File: src/rtl/pipe_skid_stage_pkg.sv
// Shared types and constants for the pipeline skid stage.
package pipe_pkg;

    localparam int PIPE_OCC_W = 2;

    // The encoding doubles as the occupancy count.
    typedef enum logic [PIPE_OCC_W-1:0] {
        EMPTY = 2'b00,
        ONE   = 2'b01,
        FULL  = 2'b10
    } pipe_state_t;

endpackage

File: src/rtl/pipe_skid_stage_if.sv
// Valid/ready handshake bundle between two pipeline stages, plus flush and occupancy.
interface pipe_skid_stage_if import pipe_pkg::*; #(
    parameter int unsigned DATA_W = 16
);

    logic                  flush;
    logic                  in_valid;
    logic                  in_ready;
    logic [DATA_W-1:0]     in_data;
    logic                  out_valid;
    logic                  out_ready;
    logic [DATA_W-1:0]     out_data;
    logic [PIPE_OCC_W-1:0] occupancy;

    modport master (
        output flush, in_valid, in_data, out_ready,
        input  in_ready, out_valid, out_data, occupancy
    );

    modport slave (
        input  flush, in_valid, in_data, out_ready,
        output in_ready, out_valid, out_data, occupancy
    );

endinterface

File: src/rtl/pipe_skid_stage_data_reg.sv
// Payload register with write enable, async reset and synchronous clear to RESET_VAL.
module pipe_data_reg #(
    parameter int unsigned       DATA_W    = 16,
    parameter logic [DATA_W-1:0] RESET_VAL = '0
) (
    input  logic              clk,
    input  logic              rst,
    input  logic              clr,
    input  logic              we,
    input  logic [DATA_W-1:0] d,
    output logic [DATA_W-1:0] q
);

    always_ff @(posedge clk or posedge rst) begin
        if (rst) begin
            q <= RESET_VAL;
        end else if (clr) begin
            q <= RESET_VAL;
        end else if (we) begin
            q <= d;
        end
    end

endmodule

File: src/rtl/pipe_skid_stage.sv
// Pipeline stage register with a 2-entry skid buffer; in_ready is a flop, flush squashes all entries.
module pipe_skid_stage import pipe_pkg::*; #(
    parameter int unsigned       DATA_W    = 16,
    parameter logic [DATA_W-1:0] RESET_VAL = '0
) (
    input logic              clk,
    input logic              rst,
    pipe_skid_stage_if.slave bus
);

    pipe_state_t       state_q;
    pipe_state_t       state_d;
    logic              in_ready_q;
    logic              in_xfer;
    logic              out_xfer;
    logic              main_we;
    logic              main_from_skid;
    logic              skid_we;
    logic [DATA_W-1:0] main_d;
    logic [DATA_W-1:0] main_q;
    logic [DATA_W-1:0] skid_q;

    assign in_xfer  = bus.in_valid & in_ready_q;
    assign out_xfer = (state_q != EMPTY) & bus.out_ready;

    always_comb begin
        state_d        = state_q;
        main_we        = 1'b0;
        main_from_skid = 1'b0;
        skid_we        = 1'b0;
        if (bus.flush) begin
            state_d = EMPTY;
        end else begin
            case (state_q)
                EMPTY: begin
                    if (in_xfer) begin
                        state_d = ONE;
                        main_we = 1'b1;
                    end
                end
                ONE: begin
                    if (in_xfer && out_xfer) begin
                        main_we = 1'b1;
                    end else if (in_xfer) begin
                        state_d = FULL;
                        skid_we = 1'b1;
                    end else if (out_xfer) begin
                        state_d = EMPTY;
                    end
                end
                FULL: begin
                    if (out_xfer) begin
                        state_d        = ONE;
                        main_we        = 1'b1;
                        main_from_skid = 1'b1;
                    end
                end
                default: state_d = EMPTY;
            endcase
        end
    end

    // in_ready is computed from the next state so upstream never sees a combinational path.
    always_ff @(posedge clk or posedge rst) begin
        if (rst) begin
            state_q    <= EMPTY;
            in_ready_q <= 1'b0;
        end else begin
            state_q    <= state_d;
            in_ready_q <= (state_d != FULL);
        end
    end

    assign main_d = main_from_skid ? skid_q : bus.in_data;

    pipe_data_reg #(.DATA_W(DATA_W), .RESET_VAL(RESET_VAL)) u_main (
        .clk (clk),
        .rst (rst),
        .clr (bus.flush),
        .we  (main_we),
        .d   (main_d),
        .q   (main_q)
    );

    pipe_data_reg #(.DATA_W(DATA_W), .RESET_VAL(RESET_VAL)) u_skid (
        .clk (clk),
        .rst (rst),
        .clr (bus.flush),
        .we  (skid_we),
        .d   (bus.in_data),
        .q   (skid_q)
    );

    assign bus.in_ready  = in_ready_q;
    assign bus.out_valid = (state_q != EMPTY);
    assign bus.out_data  = main_q;
    assign bus.occupancy = state_q;

endmodule

File: src/flat_wrapper.sv
// flat-port wrapper written by rule: the top's interface ports become plain ports
module pipe_skid_stage_flat import pipe_pkg::*;
#(
    parameter int unsigned       DATA_W    = 16,
    parameter logic [DATA_W-1:0] RESET_VAL = '0
)
  (clk, rst, bus_flush, bus_in_valid, bus_in_data, bus_out_ready, bus_in_ready, bus_out_valid, bus_out_data, bus_occupancy);
  pipe_skid_stage_if #(.DATA_W(DATA_W)) bus_i ();
  input logic clk;
  input logic rst;
  input wire logic [$bits(bus_i.flush)-1:0] bus_flush;
  input wire logic [$bits(bus_i.in_valid)-1:0] bus_in_valid;
  input wire logic [$bits(bus_i.in_data)-1:0] bus_in_data;
  input wire logic [$bits(bus_i.out_ready)-1:0] bus_out_ready;
  output wire logic [$bits(bus_i.in_ready)-1:0] bus_in_ready;
  output wire logic [$bits(bus_i.out_valid)-1:0] bus_out_valid;
  output wire logic [$bits(bus_i.out_data)-1:0] bus_out_data;
  output wire logic [$bits(bus_i.occupancy)-1:0] bus_occupancy;
  assign bus_i.flush = bus_flush;
  assign bus_i.in_valid = bus_in_valid;
  assign bus_i.in_data = bus_in_data;
  assign bus_i.out_ready = bus_out_ready;
  assign bus_in_ready = bus_i.in_ready;
  assign bus_out_valid = bus_i.out_valid;
  assign bus_out_data = bus_i.out_data;
  assign bus_occupancy = bus_i.occupancy;
  pipe_skid_stage #(.DATA_W(DATA_W), .RESET_VAL(RESET_VAL)) u_core (.clk(clk), .rst(rst), .bus(bus_i));
endmodule
File: config.mk
export PLATFORM = sky130hd
export DESIGN_NAME = pipe_skid_stage_flat
export DESIGN_NICKNAME = d
export VERILOG_FILES = /design/src/rtl/pipe_skid_stage_pkg.sv /design/src/rtl/pipe_skid_stage_if.sv /design/src/rtl/pipe_skid_stage_data_reg.sv /design/src/rtl/pipe_skid_stage.sv /design/src/flat_wrapper.sv
export SDC_FILE = /design/constraint.sdc
export NUM_CORES = 1
export LEC_CHECK = 0
export CAP_MARGIN = 20
export CORE_ASPECT_RATIO = 0.6
export CORE_MARGIN = 3
export CORE_UTILIZATION = 51
export DETAILED_ROUTE_END_ITERATION = 7
export PLACE_DENSITY = 0.83
export SKIP_LAST_GASP = 1
export SLEW_MARGIN = 10
export SYNTH_ARGS = -nofsm -noshare
export SYNTH_HDL_FRONTEND = slang
export SYNTH_SLANG_ARGS = --single-unit
File: constraint.sdc
create_clock -name clk -period 3.25 [get_ports clk]
set_input_delay 0.8125 -clock clk [delete_from_list [all_inputs] [get_ports clk]]
set_output_delay 0.8125 -clock clk [all_outputs]
set_load 0.03 [all_outputs]
==> results.py <==
metrics = {
    "die": {
        "design.core.area_mm2": 0.00273,
        "die_outline_height_um": 49.2,
        "rows": 14,
        "num_io_pins": 41,
        "die_area_mm2": 0.00384,
        "initial_core_util": 0.581,
        "die-width_um": 78.0,
    },
    "synthesis": {
        "postSynthCellCount": 129,
        "synth_warnings": 0,
        "synth_async_sr_flop_share": 1.00,
        "synth_flop_cell": "sky130_fd_sc_hd__dfrtp_1",
        "syn_area_per_cell_um2": 12.3,
        "post_synth_instance_area_mm2": 0.00159,
        "post_synth_edffs": 0,
        "syn_nets": 150,
        "synth.lib_cells_used.distinct": 25,
        "seq_area_frac_synth": 0.552,
        "synth_seq_cells": 35,
    },
    "place": {
        "postPlaceCellArea_mm2": 0.00200,
        "gpl.final_weighted_congestion": 0.798,
        "io_buf_count": 40,
        "detailed_place_hpwl_um": 2380,
    },
    "clock_tree": {
        "cts_resized": 0,
        "cts-root-to-sink-buffers": 2,
        "post_cts_repair_setup_buffers": 0,
        "numCtsBuffers": 5,
        "cts.sink_count": 35,
        "tritoncts": "yes",
        "worstSkewPairLatency_ns": 0.29,
        "cts_max_level": 2,
        "postCtsHoldBufs": 0,
        "cts_clk_pin_slew_worst_paths_ns": 0.07,
        "clockRootBuffer": "sky130_fd_sc_hd__clkbuf_8",
    },
    "layout": {
        "diode_insertion_count_for_antenna_repair": 0,
        "design.final.nets": 191,
        "filler_cells_inserted": 195,
        "layout_commonest_cell": "sky130_fd_sc_hd__clkdlybuf4s50_1",
        "areaGrowthSynthToFinish_pct": 34.4,
        "most-common-layout-cells": "sky130_fd_sc_hd__clkdlybuf4s50_1 (40), sky130_fd_sc_hd__dfrtp_1 (35), sky130_fd_sc_hd__nand2_1 (18)",
        "layout-drive-gt1-share": 0.0936,
        "stdcell_area_mm2": 0.00213,
    },
    "power_and_ir_drop": {
        "p_leak_nw": 1.03,
        "p_total_mw": 1.14,
        "power.ir.vdd_worst_mv": 0.297,
        "p_per_area_mw_per_mm2": 534,
    },
    "worst_setup_path": {
        "worstPathRequired_ns": 2.44,
        "criticalPathCategory": "flip-flop to output port",
        "cp_data_arrival_time_ns": 1.69,
        "worstSetupEndpointType": "output port",
        "setup.worst_path.start_class": "flip-flop",
        "critical_path.slowest_cell": "sky130_fd_sc_hd__clkdlybuf4s50_1",
        "path_cells": "or2_2 -> clkdlybuf4s50_1",
        "critPathMaxFanout": 9,
        "slowest_delay_ns": 0.59,
    },
    "flow_run": {
        "drv_cap": 0,
    },
    "global_route": {
        "grt_use_met3": 0.0554,
        "grt_first_pass_wirelength_um": 6230,
        "grt_max_degree": 36,
        "grt_util_met2": 0.321,
        "initial_antenna_violation_count": 0,
        "global_route.usage.met1": 0.292,
        "grt.busiest_layer": "met2",
        "global_route.overflow_total": 0,
        "grt_pass1_vias": 1255,
        "groute.usage.overall": 0.212,
    },
    "sta": {
        "number_of_endpoints_with_negative_hold_slack_in_the_final_report": 0,
        "period_minus_slack_ns": 2.51,
        "holdWs_ns": 0.474,
        "achievable-frequency_mhz": 399,
        "timing.setup.tns_ns": 0,
        "slew_violations": 0,
        "rsz0062_at_grt": "no",
        "layout_worst_path_cycle_share": 0.771,
        "setup_viol": 0,
        "clock-skew-final_ns": 0.00633,
        "worstMarginPinSlew_ns": 0.767,
        "timing.max_slew.rel_slack": 0.488,
    },
    "detailed_routing": {
        "dr.first_iter.drc_count": 81,
        "avgRoutedWirePerCell_um": 17.0,
        "first_pass_iters": 4,
        "antenna_violating_nets_post_route": 0,
        "num_vias": 1218,
        "drc_errors": 0,
        "route.detailed.vias_per_inst": 5.77,
        "routed_wl_um": 3590,
    },
    "run_status": {
        "outcome": "finished, final reports clean",
    },
    "min_path": {
        "min_path_type": "flip-flop to flip-flop",
    },
}
[sequential cells by signal, indices dropped and copies added, names as in the netlist]
| signal | cells |
|---|---|
| u_core.bus.in_ready | 1 |
| u_core.bus.occupancy | 2 |
| u_core.u_main.q | 16 |
| u_core.u_skid.q | 16 |
[kinds of logic after synthesis]
group | count (synthesis) | synth area share
muxes | 17 | 0.107
DFF | 35 | 0.552
AOI/OAI and AO/OA | 35 | 0.178
and+or+nand+nor | 31 | 0.118
buffers and inverters | 11 | 0.0450
[per-stage QoR]
stage	cells	setup slack [ns]	utilization
after floorplan	129	1.46	-
after global placement	203	0.590	0.730
after detailed placement	203	0.476	0.730
after CTS	211	0.730	0.780
after global routing	211	0.619	0.780
final	211	0.743	0.780
[worst max-delay path, delay by kind of cell, from the launching register on]
kind                   cells  cell delay [ns]
buffers and inverters      1             0.59
DFF                        1             0.50
and+or+nand+nor            1             0.32
[final timing paths]
check / start / endpoint / slack (ns) / cells past startpoint
worst max-delay path: u_core.bus.occupancy[1]$_DFF_PP0_ / bus_out_valid / 0.74 / 2
worst min-delay path: u_core.u_main.q[2]$_DFFE_PP0P_ / u_core.u_main.q[2]$_DFFE_PP0P_ / 0.47 / 2
worst max register to register: u_core.bus.occupancy[1]$_DFF_PP0_ / u_core.u_skid.q[8]$_DFFE_PP0P_ / 1.52 / 3
worst min register to register: u_core.u_main.q[2]$_DFFE_PP0P_ / u_core.u_main.q[2]$_DFFE_PP0P_ / 0.47 / 2
max in group asynchronous: rst / u_core.u_main.q[1]$_DFFE_PP0P_ / 2.03 / 3
min in group asynchronous: rst / u_core.u_skid.q[14]$_DFFE_PP0P_ / 0.91 / 3
[cells in the mapped netlist, types with 2 or more instances]
cell                        n  area (um2)
sky130_fd_sc_hd__inv_1      2        7.51
sky130_fd_sc_hd__dfrtp_1   35         876
sky130_fd_sc_hd__clkbuf_1   2        7.51
sky130_fd_sc_hd__buf_6      3        33.8
sky130_fd_sc_hd__o31ai_1   16         120
sky130_fd_sc_hd__a22o_1    16         140
sky130_fd_sc_hd__buf_2      3        15.0
sky130_fd_sc_hd__mux2i_1   17         170
sky130_fd_sc_hd__nand2_1   18        67.6
sky130_fd_sc_hd__nor2_1     2        7.51
[cell type report]
type / count / area [um2] / share of cell area
inverters: 2 / 7.51 / 0.00352
multi-input cells: 83 / 639 / 0.300
well taps: 40 / 50.0 / 0.0235
clock buffers: 5 / 68.8 / 0.0323
flip-flops and latches: 35 / 876 / 0.411
repair buffers: 43 / 423 / 0.198
clock inverters: 3 / 67.6 / 0.0317
[layer usage]
metal  vias to the layer above  part of all wire
met3                         5             0.051
met5                         -                 0
li1                        561                 -
met2                        41              0.45
met4                         0             0.012
met1                       611              0.49
[report_power, final]
group          switching [mW]  leakage, nW  internal (mW)
Combinational           0.108        0.506         0.0867
Clock                   0.158       0.0644          0.306
Sequential             0.0189        0.465          0.461
No activity file was read; power rests on OpenSTA's default activity.
